[config.mk]
export PLATFORM = sky130hd
export DESIGN_NAME = sram_bist_ctrl_flat
export DESIGN_NICKNAME = d
export VERILOG_FILES = /design/src/rtl/sram_bist_ctrl_if.sv /design/src/rtl/sram_bist_ctrl.sv /design/src/flat_wrapper.sv
export SDC_FILE = /design/constraint.sdc
export NUM_CORES = 1
export LEC_CHECK = 0
export ABC_CLOCK_PERIOD_IN_PS = 2980
export BUFFER_PORTS_ARGS = -buffer_cell sky130_fd_sc_hd__buf_2
export CAP_MARGIN = 5
export CORE_MARGIN = 2
export CORE_UTILIZATION = 30
export CTS_CLUSTER_SIZE = 24
export DETAILED_ROUTE_END_ITERATION = 10
export PLACE_DENSITY_LB_ADDON = 0.3
export SLEW_MARGIN = 20
export SYNTH_ARGS = -nofsm -noshare
export SYNTH_HDL_FRONTEND = slang
export SYNTH_SLANG_ARGS = --single-unit
export TNS_END_PERCENT = 50
[constraint.sdc]
create_clock -name clk -period 2.98 [get_ports clk]
set_input_delay 0.596 -clock clk [delete_from_list [all_inputs] [get_ports clk]]
set_output_delay 0.596 -clock clk [all_outputs]
set_load 0.03 [all_outputs]
[src/rtl/sram_bist_ctrl_if.sv]
// SRAM macro port bundle: the controller drives commands and write data; the macro returns read data.
// No handshake: one access per clk, and read data returns a fixed RD_LAT cycles after the command.
interface sram_bist_ctrl_if #(
  parameter int ADDR_W = 10,
  parameter int DATA_W = 8
);
  logic              s_clk;
  logic              s_cen;
  logic              s_wen;
  logic              s_oen;
  logic [ADDR_W-1:0] s_addr;
  logic [DATA_W-1:0] s_ddata;
  logic [DATA_W-1:0] s_qdata;

  modport master (
    output s_clk, s_cen, s_wen, s_oen, s_addr, s_ddata,
    input  s_qdata
  );

  modport slave (
    input  s_clk, s_cen, s_wen, s_oen, s_addr, s_ddata,
    output s_qdata
  );
endinterface

[src/rtl/sram_bist_ctrl.sv]
// SRAM BIST sequencer: write / read-compare passes, one access per cycle, compare RD_LAT+1 cycles after issue.
// No backpressure (abort only); define FIRST_ERR_EN to build first-failure address/data capture.
module sram_bist_ctrl #(
  parameter int DATA_W = 8,
  parameter int ADDR_W = 10,
  parameter int RD_LAT = 1,
  parameter int ERR_W  = 16
) (
  input  logic              clk,
  input  logic              reset,
  input  logic              cfg_start,
  input  logic              cfg_abort,
  input  logic [1:0]        cfg_mode,
  input  logic              cfg_dir,
  input  logic              cfg_wrap,
  input  logic [ADDR_W-1:0] cfg_sta_addr,
  input  logic [ADDR_W-1:0] cfg_len,
  input  logic [1:0]        cfg_pat_sel,
  input  logic [DATA_W-1:0] cfg_pat,
  output logic              busy,
  output logic              done,
  output logic [3:0]        state,
  output logic [ERR_W-1:0]  err_cnt,
  output logic [ADDR_W-1:0] first_err_addr,
  output logic [DATA_W-1:0] first_err_data,
  sram_bist_ctrl_if.master  sram
);

  typedef enum logic [3:0] {
    ST_IDLE  = 4'b0000,
    ST_WRITE = 4'b0001,
    ST_READ  = 4'b0010,
    ST_DRAIN = 4'b0100,
    ST_DONE  = 4'b1000
  } state_e;

  state_e            state_q, state_nxt;
  logic [ADDR_W-1:0] k_q, k_nxt;
  logic [2:0]        drain_q, drain_nxt;

  logic              wr_rd_q;
  logic              dir_q;
  logic [ADDR_W-1:0] sta_q;
  logic [ADDR_W-1:0] last_q;
  logic [1:0]        pat_sel_q;
  logic [DATA_W-1:0] pat_q;

  logic              cen_q, wen_q, oen_q;
  logic              cen_nxt, wen_nxt, oen_nxt;
  logic [ADDR_W-1:0] addr_q, addr_nxt;
  logic [DATA_W-1:0] ddata_q, ddata_nxt;

  logic              start_acc;
  logic              rd_issue;
  logic              abort_hit;
  logic [ADDR_W-1:0] cur_addr;
  logic [DATA_W-1:0] cur_pat;
  logic [ADDR_W-1:0] lim_last;
  logic [ADDR_W-1:0] cfg_last;

  function automatic logic [DATA_W-1:0] pat_gen(
    input logic [1:0]        sel,
    input logic [DATA_W-1:0] seed,
    input logic [ADDR_W-1:0] a,
    input logic [ADDR_W-1:0] k
  );
    logic [DATA_W-1:0] res;
    case (sel)
      2'd0:    res = seed;
      2'd1:    res = seed ^ DATA_W'(a);
      2'd2:    res = seed + DATA_W'(k);
      default: res = k[0] ? ~seed : seed;
    endcase
    return res;
  endfunction

  // Without wrap the last index is capped so the walk stops exactly at the array edge.
  assign lim_last = cfg_dir ? cfg_sta_addr : ~cfg_sta_addr;
  assign cfg_last = (!cfg_wrap && (cfg_len > lim_last)) ? lim_last : cfg_len;

  assign cur_addr = dir_q ? (sta_q - k_q) : (sta_q + k_q);
  assign cur_pat  = pat_gen(pat_sel_q, pat_q, cur_addr, k_q);

  assign abort_hit = cfg_abort &&
                     ((state_q == ST_WRITE) || (state_q == ST_READ) || (state_q == ST_DRAIN));

  always_comb begin
    state_nxt = state_q;
    k_nxt     = k_q;
    drain_nxt = drain_q;
    cen_nxt   = 1'b0;
    wen_nxt   = 1'b0;
    oen_nxt   = 1'b0;
    addr_nxt  = addr_q;
    ddata_nxt = ddata_q;
    start_acc = 1'b0;
    rd_issue  = 1'b0;
    case (state_q)
      ST_IDLE: begin
        if (cfg_start) begin
          start_acc = 1'b1;
          k_nxt     = '0;
          state_nxt = (cfg_mode == 2'b01) ? ST_READ : ST_WRITE;
        end
      end
      ST_WRITE: begin
        if (cfg_abort) begin
          state_nxt = ST_IDLE;
        end else begin
          cen_nxt   = 1'b1;
          wen_nxt   = 1'b1;
          addr_nxt  = cur_addr;
          ddata_nxt = cur_pat;
          if (k_q == last_q) begin
            k_nxt     = '0;
            state_nxt = wr_rd_q ? ST_READ : ST_DONE;
          end else begin
            k_nxt = k_q + ADDR_W'(1);
          end
        end
      end
      ST_READ: begin
        if (cfg_abort) begin
          state_nxt = ST_IDLE;
        end else begin
          cen_nxt  = 1'b1;
          oen_nxt  = 1'b1;
          addr_nxt = cur_addr;
          rd_issue = 1'b1;
          if (k_q == last_q) begin
            drain_nxt = '0;
            state_nxt = ST_DRAIN;
          end else begin
            k_nxt = k_q + ADDR_W'(1);
          end
        end
      end
      ST_DRAIN: begin
        if (cfg_abort) begin
          state_nxt = ST_IDLE;
        end else if (drain_q == 3'(RD_LAT - 1)) begin
          state_nxt = ST_DONE;
        end else begin
          drain_nxt = drain_q + 3'd1;
        end
      end
      ST_DONE: state_nxt = ST_IDLE;
      default: state_nxt = ST_IDLE;
    endcase
  end

  always_ff @(posedge clk) begin
    if (reset) begin
      state_q   <= ST_IDLE;
      k_q       <= '0;
      drain_q   <= '0;
      cen_q     <= 1'b0;
      wen_q     <= 1'b0;
      oen_q     <= 1'b0;
      addr_q    <= '0;
      ddata_q   <= '0;
      wr_rd_q   <= 1'b0;
      dir_q     <= 1'b0;
      sta_q     <= '0;
      last_q    <= '0;
      pat_sel_q <= '0;
      pat_q     <= '0;
    end else begin
      state_q <= state_nxt;
      k_q     <= k_nxt;
      drain_q <= drain_nxt;
      cen_q   <= cen_nxt;
      wen_q   <= wen_nxt;
      oen_q   <= oen_nxt;
      addr_q  <= addr_nxt;
      ddata_q <= ddata_nxt;
      if (start_acc) begin
        wr_rd_q   <= cfg_mode[1];
        dir_q     <= cfg_dir;
        sta_q     <= cfg_sta_addr;
        last_q    <= cfg_last;
        pat_sel_q <= cfg_pat_sel;
        pat_q     <= cfg_pat;
      end
    end
  end

  // Expected-data pipeline: stage RD_LAT lines up with s_qdata for the read issued RD_LAT+1 cycles earlier.
  logic [RD_LAT:0]   pv;
  logic [DATA_W-1:0] pd [RD_LAT+1];
  logic              mismatch;

  always_ff @(posedge clk) begin
    if (reset || abort_hit) begin
      pv <= '0;
    end else begin
      pv <= {pv[RD_LAT-1:0], rd_issue};
    end
  end

  always_ff @(posedge clk) begin
    pd[0] <= cur_pat;
    for (int i = 1; i <= RD_LAT; i++) begin
      pd[i] <= pd[i-1];
    end
  end

  assign mismatch = pv[RD_LAT] && (sram.s_qdata != pd[RD_LAT]);

  always_ff @(posedge clk) begin
    if (reset || start_acc) begin
      err_cnt <= '0;
    end else if (mismatch && (err_cnt != {ERR_W{1'b1}})) begin
      err_cnt <= err_cnt + ERR_W'(1);
    end
  end

`ifdef FIRST_ERR_EN
  logic [ADDR_W-1:0] pa [RD_LAT+1];
  logic              first_seen;
  logic [ADDR_W-1:0] fa_q;
  logic [DATA_W-1:0] fd_q;

  always_ff @(posedge clk) begin
    pa[0] <= cur_addr;
    for (int i = 1; i <= RD_LAT; i++) begin
      pa[i] <= pa[i-1];
    end
  end

  always_ff @(posedge clk) begin
    if (reset || start_acc) begin
      first_seen <= 1'b0;
      fa_q       <= '0;
      fd_q       <= '0;
    end else if (mismatch && !first_seen) begin
      first_seen <= 1'b1;
      fa_q       <= pa[RD_LAT];
      fd_q       <= sram.s_qdata;
    end
  end

  assign first_err_addr = fa_q;
  assign first_err_data = fd_q;
`else
  assign first_err_addr = '0;
  assign first_err_data = '0;
`endif

  assign busy  = (state_q == ST_WRITE) || (state_q == ST_READ) || (state_q == ST_DRAIN);
  assign done  = (state_q == ST_DONE);
  assign state = state_q;

  assign sram.s_clk   = clk;
  assign sram.s_cen   = cen_q;
  assign sram.s_wen   = wen_q;
  assign sram.s_oen   = oen_q;
  assign sram.s_addr  = addr_q;
  assign sram.s_ddata = ddata_q;

endmodule

[src/flat_wrapper.sv]
// flat-port wrapper written by rule: the top's interface ports become plain ports
module sram_bist_ctrl_flat 
#(
  parameter int DATA_W = 8,
  parameter int ADDR_W = 10,
  parameter int RD_LAT = 1,
  parameter int ERR_W  = 16
)
  (clk, reset, cfg_start, cfg_abort, cfg_mode, cfg_dir, cfg_wrap, cfg_sta_addr, cfg_len, cfg_pat_sel, cfg_pat, busy, done, state, err_cnt, first_err_addr, first_err_data, sram_s_clk, sram_s_cen, sram_s_wen, sram_s_oen, sram_s_addr, sram_s_ddata, sram_s_qdata);
  sram_bist_ctrl_if #(.ADDR_W(ADDR_W), .DATA_W(DATA_W)) sram_i ();
  input  logic clk;
  input  logic reset;
  input  logic cfg_start;
  input  logic cfg_abort;
  input  logic [1:0] cfg_mode;
  input  logic cfg_dir;
  input  logic cfg_wrap;
  input  logic [ADDR_W-1:0] cfg_sta_addr;
  input  logic [ADDR_W-1:0] cfg_len;
  input  logic [1:0] cfg_pat_sel;
  input  logic [DATA_W-1:0] cfg_pat;
  output logic busy;
  output logic done;
  output logic [3:0] state;
  output logic [ERR_W-1:0] err_cnt;
  output logic [ADDR_W-1:0] first_err_addr;
  output logic [DATA_W-1:0] first_err_data;
  output wire logic [$bits(sram_i.s_clk)-1:0] sram_s_clk;
  output wire logic [$bits(sram_i.s_cen)-1:0] sram_s_cen;
  output wire logic [$bits(sram_i.s_wen)-1:0] sram_s_wen;
  output wire logic [$bits(sram_i.s_oen)-1:0] sram_s_oen;
  output wire logic [$bits(sram_i.s_addr)-1:0] sram_s_addr;
  output wire logic [$bits(sram_i.s_ddata)-1:0] sram_s_ddata;
  input wire logic [$bits(sram_i.s_qdata)-1:0] sram_s_qdata;
  assign sram_s_clk = sram_i.s_clk;
  assign sram_s_cen = sram_i.s_cen;
  assign sram_s_wen = sram_i.s_wen;
  assign sram_s_oen = sram_i.s_oen;
  assign sram_s_addr = sram_i.s_addr;
  assign sram_s_ddata = sram_i.s_ddata;
  assign sram_i.s_qdata = sram_s_qdata;
  sram_bist_ctrl #(.DATA_W(DATA_W), .ADDR_W(ADDR_W), .RD_LAT(RD_LAT), .ERR_W(ERR_W)) u_core (.clk(clk), .reset(reset), .cfg_start(cfg_start), .cfg_abort(cfg_abort), .cfg_mode(cfg_mode), .cfg_dir(cfg_dir), .cfg_wrap(cfg_wrap), .cfg_sta_addr(cfg_sta_addr), .cfg_len(cfg_len), .cfg_pat_sel(cfg_pat_sel), .cfg_pat(cfg_pat), .busy(busy), .done(done), .state(state), .err_cnt(err_cnt), .first_err_addr(first_err_addr), .first_err_data(first_err_data), .sram(sram_i));
endmodule
==> results of run 1 <==
-- metrics by stage --
step	power, uW	hold slack [ns]	std cells	worst slack (ns)
3_5_place_dp	3310	0.312	1087	0.108
6_report	4760	0.328	1108	0.200
4_1_cts	4780	0.328	1106	0.207
2_1_floorplan	2930	0.310	767	0.183
3_3_place_gp	3300	0.312	1087	0.173
5_1_grt	5070	0.335	1108	0.0261
-- critical path: stages (launching register included) --
cell and delay [ns]:
dfxtp_1 0.32, buf_4 0.17, nor3_1 0.18, nor2_1 0.07, xnor2_1 0.14, ha_1 0.35
o21ai_1 0.11, a21oi_1 0.19, o21a_1 0.21, mux2_2 0.36, a2111oi_2 0.36, a311oi_1 0.18
-- flip-flops by register name (all words and copies together) (netlist names) --
| signal | count |
|---|---|
| u_core.dir_q | 1 |
| u_core.drain_q | 3 |
| u_core.err_cnt | 16 |
| u_core.k_q | 10 |
| u_core.last_q | 10 |
| u_core.pat_q | 8 |
| u_core.pat_sel_q | 2 |
| u_core.pd | 16 |
| u_core.pv | 2 |
| u_core.sram.s_addr | 10 |
| u_core.sram.s_cen | 1 |
| u_core.sram.s_ddata | 8 |
| u_core.sram.s_oen | 1 |
| u_core.sram.s_wen | 1 |
| u_core.sta_q | 10 |
| u_core.state | 4 |
| u_core.wr_rd_q | 1 |
-- area by class of cell --
| type | count | area share [%] |
|---|---|---|
| Sequential cell | 104 | 28.7 |
| Inverter | 24 | 1.24 |
| Clock buffer | 16 | 4.77 |
| Tap cell | 270 | 4.65 |
| Multi-Input combinational cell | 579 | 51.5 |
| Timing Repair Buffer | 111 | 8.44 |
| Clock inverter | 4 | 0.672 |
-- worst max path at each step --
stage	start	endpoint	slack, ns	cells after the start
6_report	u_core.k_q[0]	u_core.sram.s_ddata[5]	0.20	11
5_1_grt	u_core.k_q[0]	u_core.sram.s_ddata[5]	0.03	11
4_1_cts	u_core.k_q[4]	u_core.sram.s_ddata[7]	0.21	10
3_5_place_dp	cfg_dir	u_core.last_q[4]	0.11	10
3_3_place_gp	cfg_dir	u_core.last_q[2]	0.17	10
2_1_floorplan	cfg_dir	u_core.last_q[9]	0.18	10
-- timing repair --
item                       in CTS  in global routing
setup buffers                   0                  2
resized for setup               0                  5
setup endpoints to repair       0                  3
-- cells by family (layout without fill, tap and decap cells) --
kind of cell | count (synthesis) | in the layout | synth area share [%]
flip-flops | 104 | 104 | 33.7
adder cells (fa/ha/maj) | 33 | 33 | 6.93
AO/OA/AOI/OAI | 163 | 163 | 18.2
other | 1 | 18 | 0.0607
buffers and inverters | 84 | 155 | 7.03
XOR/XNOR | 67 | 67 | 9.75
AND/OR/NAND/NOR | 288 | 288 | 22.7
multiplexers | 10 | 10 | 1.68
-- synth_stat cells, types with 16 or more instances --
master      n  share of area, %
clkbuf_1   20               1.2
inv_1      23               1.4
xnor2_1    49               7.0
a21oi_1    59               4.8
dfxtp_1   104                34
nand2_1   100               6.1
nand3_1    26               2.1
o21ai_0    17               1.4
ha_1       31               6.3
buf_4      21               2.6
xor2_1     16               2.3
nor2_1     74               4.5
-- routing by layer --
| layer | track usage [%] | vias to the layer above |
|---|---|---|
| li1 | - | 2763 |
| met1 | 20.0 | 2517 |
| met2 | 25.2 | 85 |
| met3 | 3.33 | 17 |
| met4 | 6.88 | 0 |
| met5 | 0 | - |
-- power groups by stage --
| stage | combinational, uW | clock (uW) | sequential [uW] |
|---|---|---|---|
| floorplan | 1160 | 50.3 | 1720 |
| global placement | 1560 | 42.3 | 1700 |
| detailed placement | 1570 | 42.3 | 1700 |
| CTS | 1580 | 1540 | 1660 |
| global route | 1770 | 1610 | 1680 |
| finish | 1590 | 1500 | 1660 |
==> summary.txt, run 1 <==
Yosys
  • Warnings from Yosys: 0
  • Register bit total from synthesis: 104
  • Seq/Total Area, Yosys: 33.7%
  • Mean Syn Cell Area: slightly above 8 um^2
  • Post-synthesis cell type count: 73
  • Post-Syn Area: 6170 um^2
  • Ys flop type: dfxtp_1
  • Post-synth EDFFs: 0
  • Synth async-reset ratio: 0%
  • Gate Count Post-Synth: 750

Power
  • Clock network fraction of total power: about a third
  • Flop pwr share: 35.0%
  • Sw frac: a little over a third
  • P_sw: roughly 1700 uW
  • Gate power share: roughly 33%
  • PwrDens: 655 nW/um^2
  • Int Pwr: between 3000 and 4000 uW
  • Leak: about 0.0030 uW
  • VDD IR max: around 0.35 mV

Clock network
  • Worst-path clk slew: ~0.070 ns
  • Hold buffers post-CTS: 0
  • Worst-Skew Late Latency: about 0.47 ns
  • CTS tree: yes

Floorplan
  • Die height: roughly 150 um
  • Core Region: between 20000 and 25000 um^2
  • Cell Rows: 52
  • Number of placed I/O pins: between 100 and 150
  • Initial Util: between 30% and 40%
  • Die Width: 147 um
  • Die area: between 20000 and 25000 um^2

Cells and area
  • Reg area: 2080 um^2
  • Area growth syn-to-layout: 17.7%
  • Commonest cells after routing, fill and taps aside: 102 x dfxtp_1, 100 x nand2_1, 89 x buf_2
  • Filler cells: ~2.1k
  • N_diodes: 0
  • Layout cells sized above 1: roughly a fifth
  • Util after Layout: between 30% and 40%
  • Most common cell after layout, fill and taps aside: dfxtp_1
  • Final #Nets: ~900
  • Design area: 7260 um^2
  • Footprint of the multi-input gates: about 3700 um^2

Global routing
  • Overflow after GRT: 0
  • Initial antenna violation count: 0
  • Largest net degree at the start of global routing: 38
  • First-pass GRT wire length: approximately 27000 um
  • Gr usage total: between 15 and 20%
  • Vias in the first global route: between 5k and 6k

Placement
  • I/O Buffers: between 80 and 90
  • Routability cong.: roughly 0.87
  • Placement Cell Area: approximately 7000 um^2
  • Hpwl dp: about 13000 um

Route
  • Drt drc: 0
  • DRT met1 WL: between 7000 and 8000 um
  • Antenna-violating nets left: 0
  • Via density: ~4.9
  • DR WL/cell: 14.8 um
  • Highest metal used: met4
  • TritonRoute pass-1 iters: 4
  • Met2 wire length: about 7700 um
  • Routed wire length: between 15000 and 20000 um
  • Initial DRC count: a little under 300
  • Metal3 WL: between 600 and 700 um
  • Via Count: around 5.4k

Job
  • Maxcap violations: 0

STA
  • Final min period: about 2.8 ns
  • Max Clock Skew: 0.00774 ns
  • Setup TNS: 0 ns
  • Worst slew pin tran: 0.776 ns
  • Fin. Hold Viols: 0
  • Final Max Tran Viols: 0
  • Achievable Freq: approximately 360 MHz
  • Final setup viols: 0
  • Unrepaired setup endpoints after global routing: no
  • Tcrit/Tclk final: between 90 and 100%
  • Worst slew margin: between 40% and 50%

Setup path
  • Crit Reg-Reg Endpoint: u_core.sram.s_ddata[5]
  • Worst EP arrival: about 3.1 ns
  • Setup CP Type: reg -> reg
  • CP startpoint kind: flop
  • Req. time, crit path: between 3 and 4 ns
  • R2R depth: 11
  • Worst Setup End Kind: flop
  • Worst r2r src: u_core.k_q[0]
  • Reg2reg setup slack: 0.20 ns
  • Max FO, Critical Path: 7

Min path
  • Worst Hold Path EP: u_core.pd[0][13]
  • Hold_sp: u_core.pd[0][5]
  • Hold path depth: 0
  • Worst Hold Class: reg -> reg

Status
  • Status: finished, final reports clean
(Power assumes the default switching activity.)
==> run 2: changes to the inputs <==
--- a/config.mk
+++ b/config.mk
@@ -13,6 +13,7 @@
 export CTS_CLUSTER_SIZE = 24
 export DETAILED_ROUTE_END_ITERATION = 10
 export PLACE_DENSITY_LB_ADDON = 0.3
+export REMOVE_ABC_BUFFERS = 1
 export SLEW_MARGIN = 20
 export SYNTH_ARGS = -nofsm -noshare
 export SYNTH_HDL_FRONTEND = slang
==> run 2 against run 1 <==
Effect of this change:
- final cell count is 0.27% lower
- largest cell class unchanged
- die area is the same
- sequential cell count unchanged
- hold slack better by 0.0014 ns
- critical path type unchanged
- register-to-register slack better by 0.04 ns
==> summary.txt, run 2 (synthesis results as in run 1) <==
Status
  • Status: finished, final reports clean

Setup path
  • Highest cell delay on the worst timing path: 0.37 ns (about the same)
  • Max FO, Critical Path: 10 (+3)
  • Crit path launch: u_core.k_q[4]
  • Worst EP arrival: 3.11 ns (about the same)
  • Cell family with most CP delay: simple AND/OR/NAND/NOR gates
  • Setup CP Type: reg -> reg
  • Req. time, crit path: 3.34 ns (+0.04 ns)
  • Highest-delay cell along the critical path: dfxtp_1
  • Worst Setup End Kind: flop
  • Crit-path cells: nor4_4 -> nor4b_4 -> nor2_1 -> xnor2_1 -> ha_2 -> inv_1 -> mux2i_1 -> o32ai_1 -> a211o_1 -> o41ai_1
  • CP startpoint kind: flop
  • Worst r2r src: u_core.k_q[4]
  • Buf/Inv on CP: 1 (unchanged)

Floorplan
  • Die Width: 147 um (unchanged)
  • Number of placed I/O pins: 108 (unchanged)
  • Die height: 147 um (unchanged)
  • Cell Rows: 52 (unchanged)
  • Initial Util: 30.5% (unchanged)
  • Die area: 21700 um^2 (unchanged)
  • Core Region: 20200 um^2 (unchanged)

STA
  • Max Clock Skew: 0.00880 ns (+0.00106 ns)
  • Worst slew pin tran: 0.816 ns (+0.0405 ns)
  • Final setup viols: 0 (unchanged)
  • Tcrit/Tclk final: 92.1% (-1.2 points)
  • Unrepaired setup endpoints after global routing: no
  • Worst slew margin: 45.2% (-2.6 points)
  • Worst hold slack: 0.329 ns (+0.00140 ns)
  • Final Max Tran Viols: 0 (unchanged)
  • Final min period: 2.74 ns (-0.0357 ns)
  • Fin. Hold Viols: 0 (unchanged)
  • Achievable Freq: 364 MHz (+1.3%)
  • Setup TNS: 0 ns (unchanged)

Placement
  • Placement Cell Area: 6830 um^2 (unchanged)
  • Routability cong.: 0.839 (-3.4%)
  • Hpwl dp: 12500 um (-1.9%)
  • I/O Buffers: 89 (unchanged)

Cells and area
  • Commonest cells after routing, fill and taps aside: 104 x dfxtp_1, 100 x nand2_1, 89 x buf_2
  • Design area: 7190 um^2 (-0.96%)
  • Util after Layout: 35.5% (-0.35 points)
  • Layout cells sized above 1: 18.1% (-0.65 points)
  • Most common cell after layout, fill and taps aside: dfxtp_1
  • Final #Nets: 910 (-0.22%)
  • Area growth syn-to-layout: 16.5%
  • Registers with the most flip-flops: u_core.err_cnt x16, u_core.pd x16
  • N_diodes: 0 (unchanged)

Clock network
  • Postcts setup bufs: 0 (unchanged)
  • CTS tree: yes
  • Hold buffers post-CTS: 0 (unchanged)
  • Resize count post-CTS: 0 (unchanged)
  • Worst-Skew Late Latency: 0.47 ns (about the same)
  • Worst-path clk slew: 0.07 ns (about the same)

Route
  • Via Count: 5354 (-0.52%)
  • Initial DRC count: 368 (+24%)
  • Drt drc: 0 (unchanged)
  • DR WL/cell: 14.8 um (+0.27%)
  • Via density: 4.85 (-0.25%)
  • Antenna-violating nets left: 0 (unchanged)
  • TritonRoute pass-1 iters: 5 (+1)
  • Routed wire length: 16400 um (unchanged)

Job
  • Maxcap violations: 0 (unchanged)

Global routing
  • Vias in the first global route: 4926 (-2.2%)
  • First-pass GRT wire length: 26000 um (-1.8%)
  • Largest net degree at the start of global routing: 36 (-5.3%)
  • Gr usage total: 15.1% (-0.49 points)
  • Overflow after GRT: 0 (unchanged)
  • Initial antenna violation count: 0 (unchanged)

Min path
  • Worst Hold Class: reg -> reg
  • Hold_sp: u_core.pd[0][2]

Power
  • VDD IR max: 0.234 mV (-33%)
  • PwrDens: 639 nW/um^2 (-2.4%)
  • Leak: 0.00292 uW (-1.2%)
[run 2: worst register-to-register path, stage by stage (launching register included)]
cell and delay [ns]:
dfxtp_1 0.37, nor4_4 0.35, nor4b_4 0.27, nor2_1 0.09, xnor2_1 0.18, ha_2 0.37, inv_1 0.13, mux2i_1 0.19
o32ai_1 0.10, a211o_1 0.29, o41ai_1 0.30
[run 2: through the flow]
stage          instances  power (uW)  setup slack, ns
6_report            1105        4600            0.236
5_1_grt             1105        4880          0.00654
4_1_cts             1105        4630            0.181
3_5_place_dp        1087        3300         -0.00906
3_3_place_gp        1087        3300           0.0622
2_1_floorplan        707        2820          -0.0649
[run 2: layout make-up]
type	instances	area [um^2]
fill	2135	13000
multi-input combinational	579	3730
sequential	104	2080
timing repair buffer	109	598
tap	270	338
clock buffer	15	323
inverter	24	90.1
clock inverter	4	30.0
[run 2: path summary, 6_finish.rpt]
check	endpoint	slack, ns	cells past startpoint
worst max-delay path	u_core.sram.s_ddata[7]	0.24	10
worst min-delay path	u_core.pd[0][10]	0.33	0
worst max register to register	u_core.sram.s_ddata[7]	0.24	10
worst min register to register	u_core.pd[0][10]	0.33	0
[run 2: routing by layer]
layer / global-route usage [%] / up-vias / wire, um / share of wire (%)
met5: 0 / - / 0 / 0
met4: 5.14 / 0 / 251 / 1.5
met3: 3.18 / 16 / 674 / 4.1
met2: 24.0 / 125 / 7460 / 46
met1: 20.3 / 2465 / 7990 / 49
li1: - / 2748 / - / -
[run 2: power breakdown]
group	total [uW]	switching [uW]	internal (uW)
combinational	1580	950	632
sequential	1650	105	1550
clock	1360	593	769
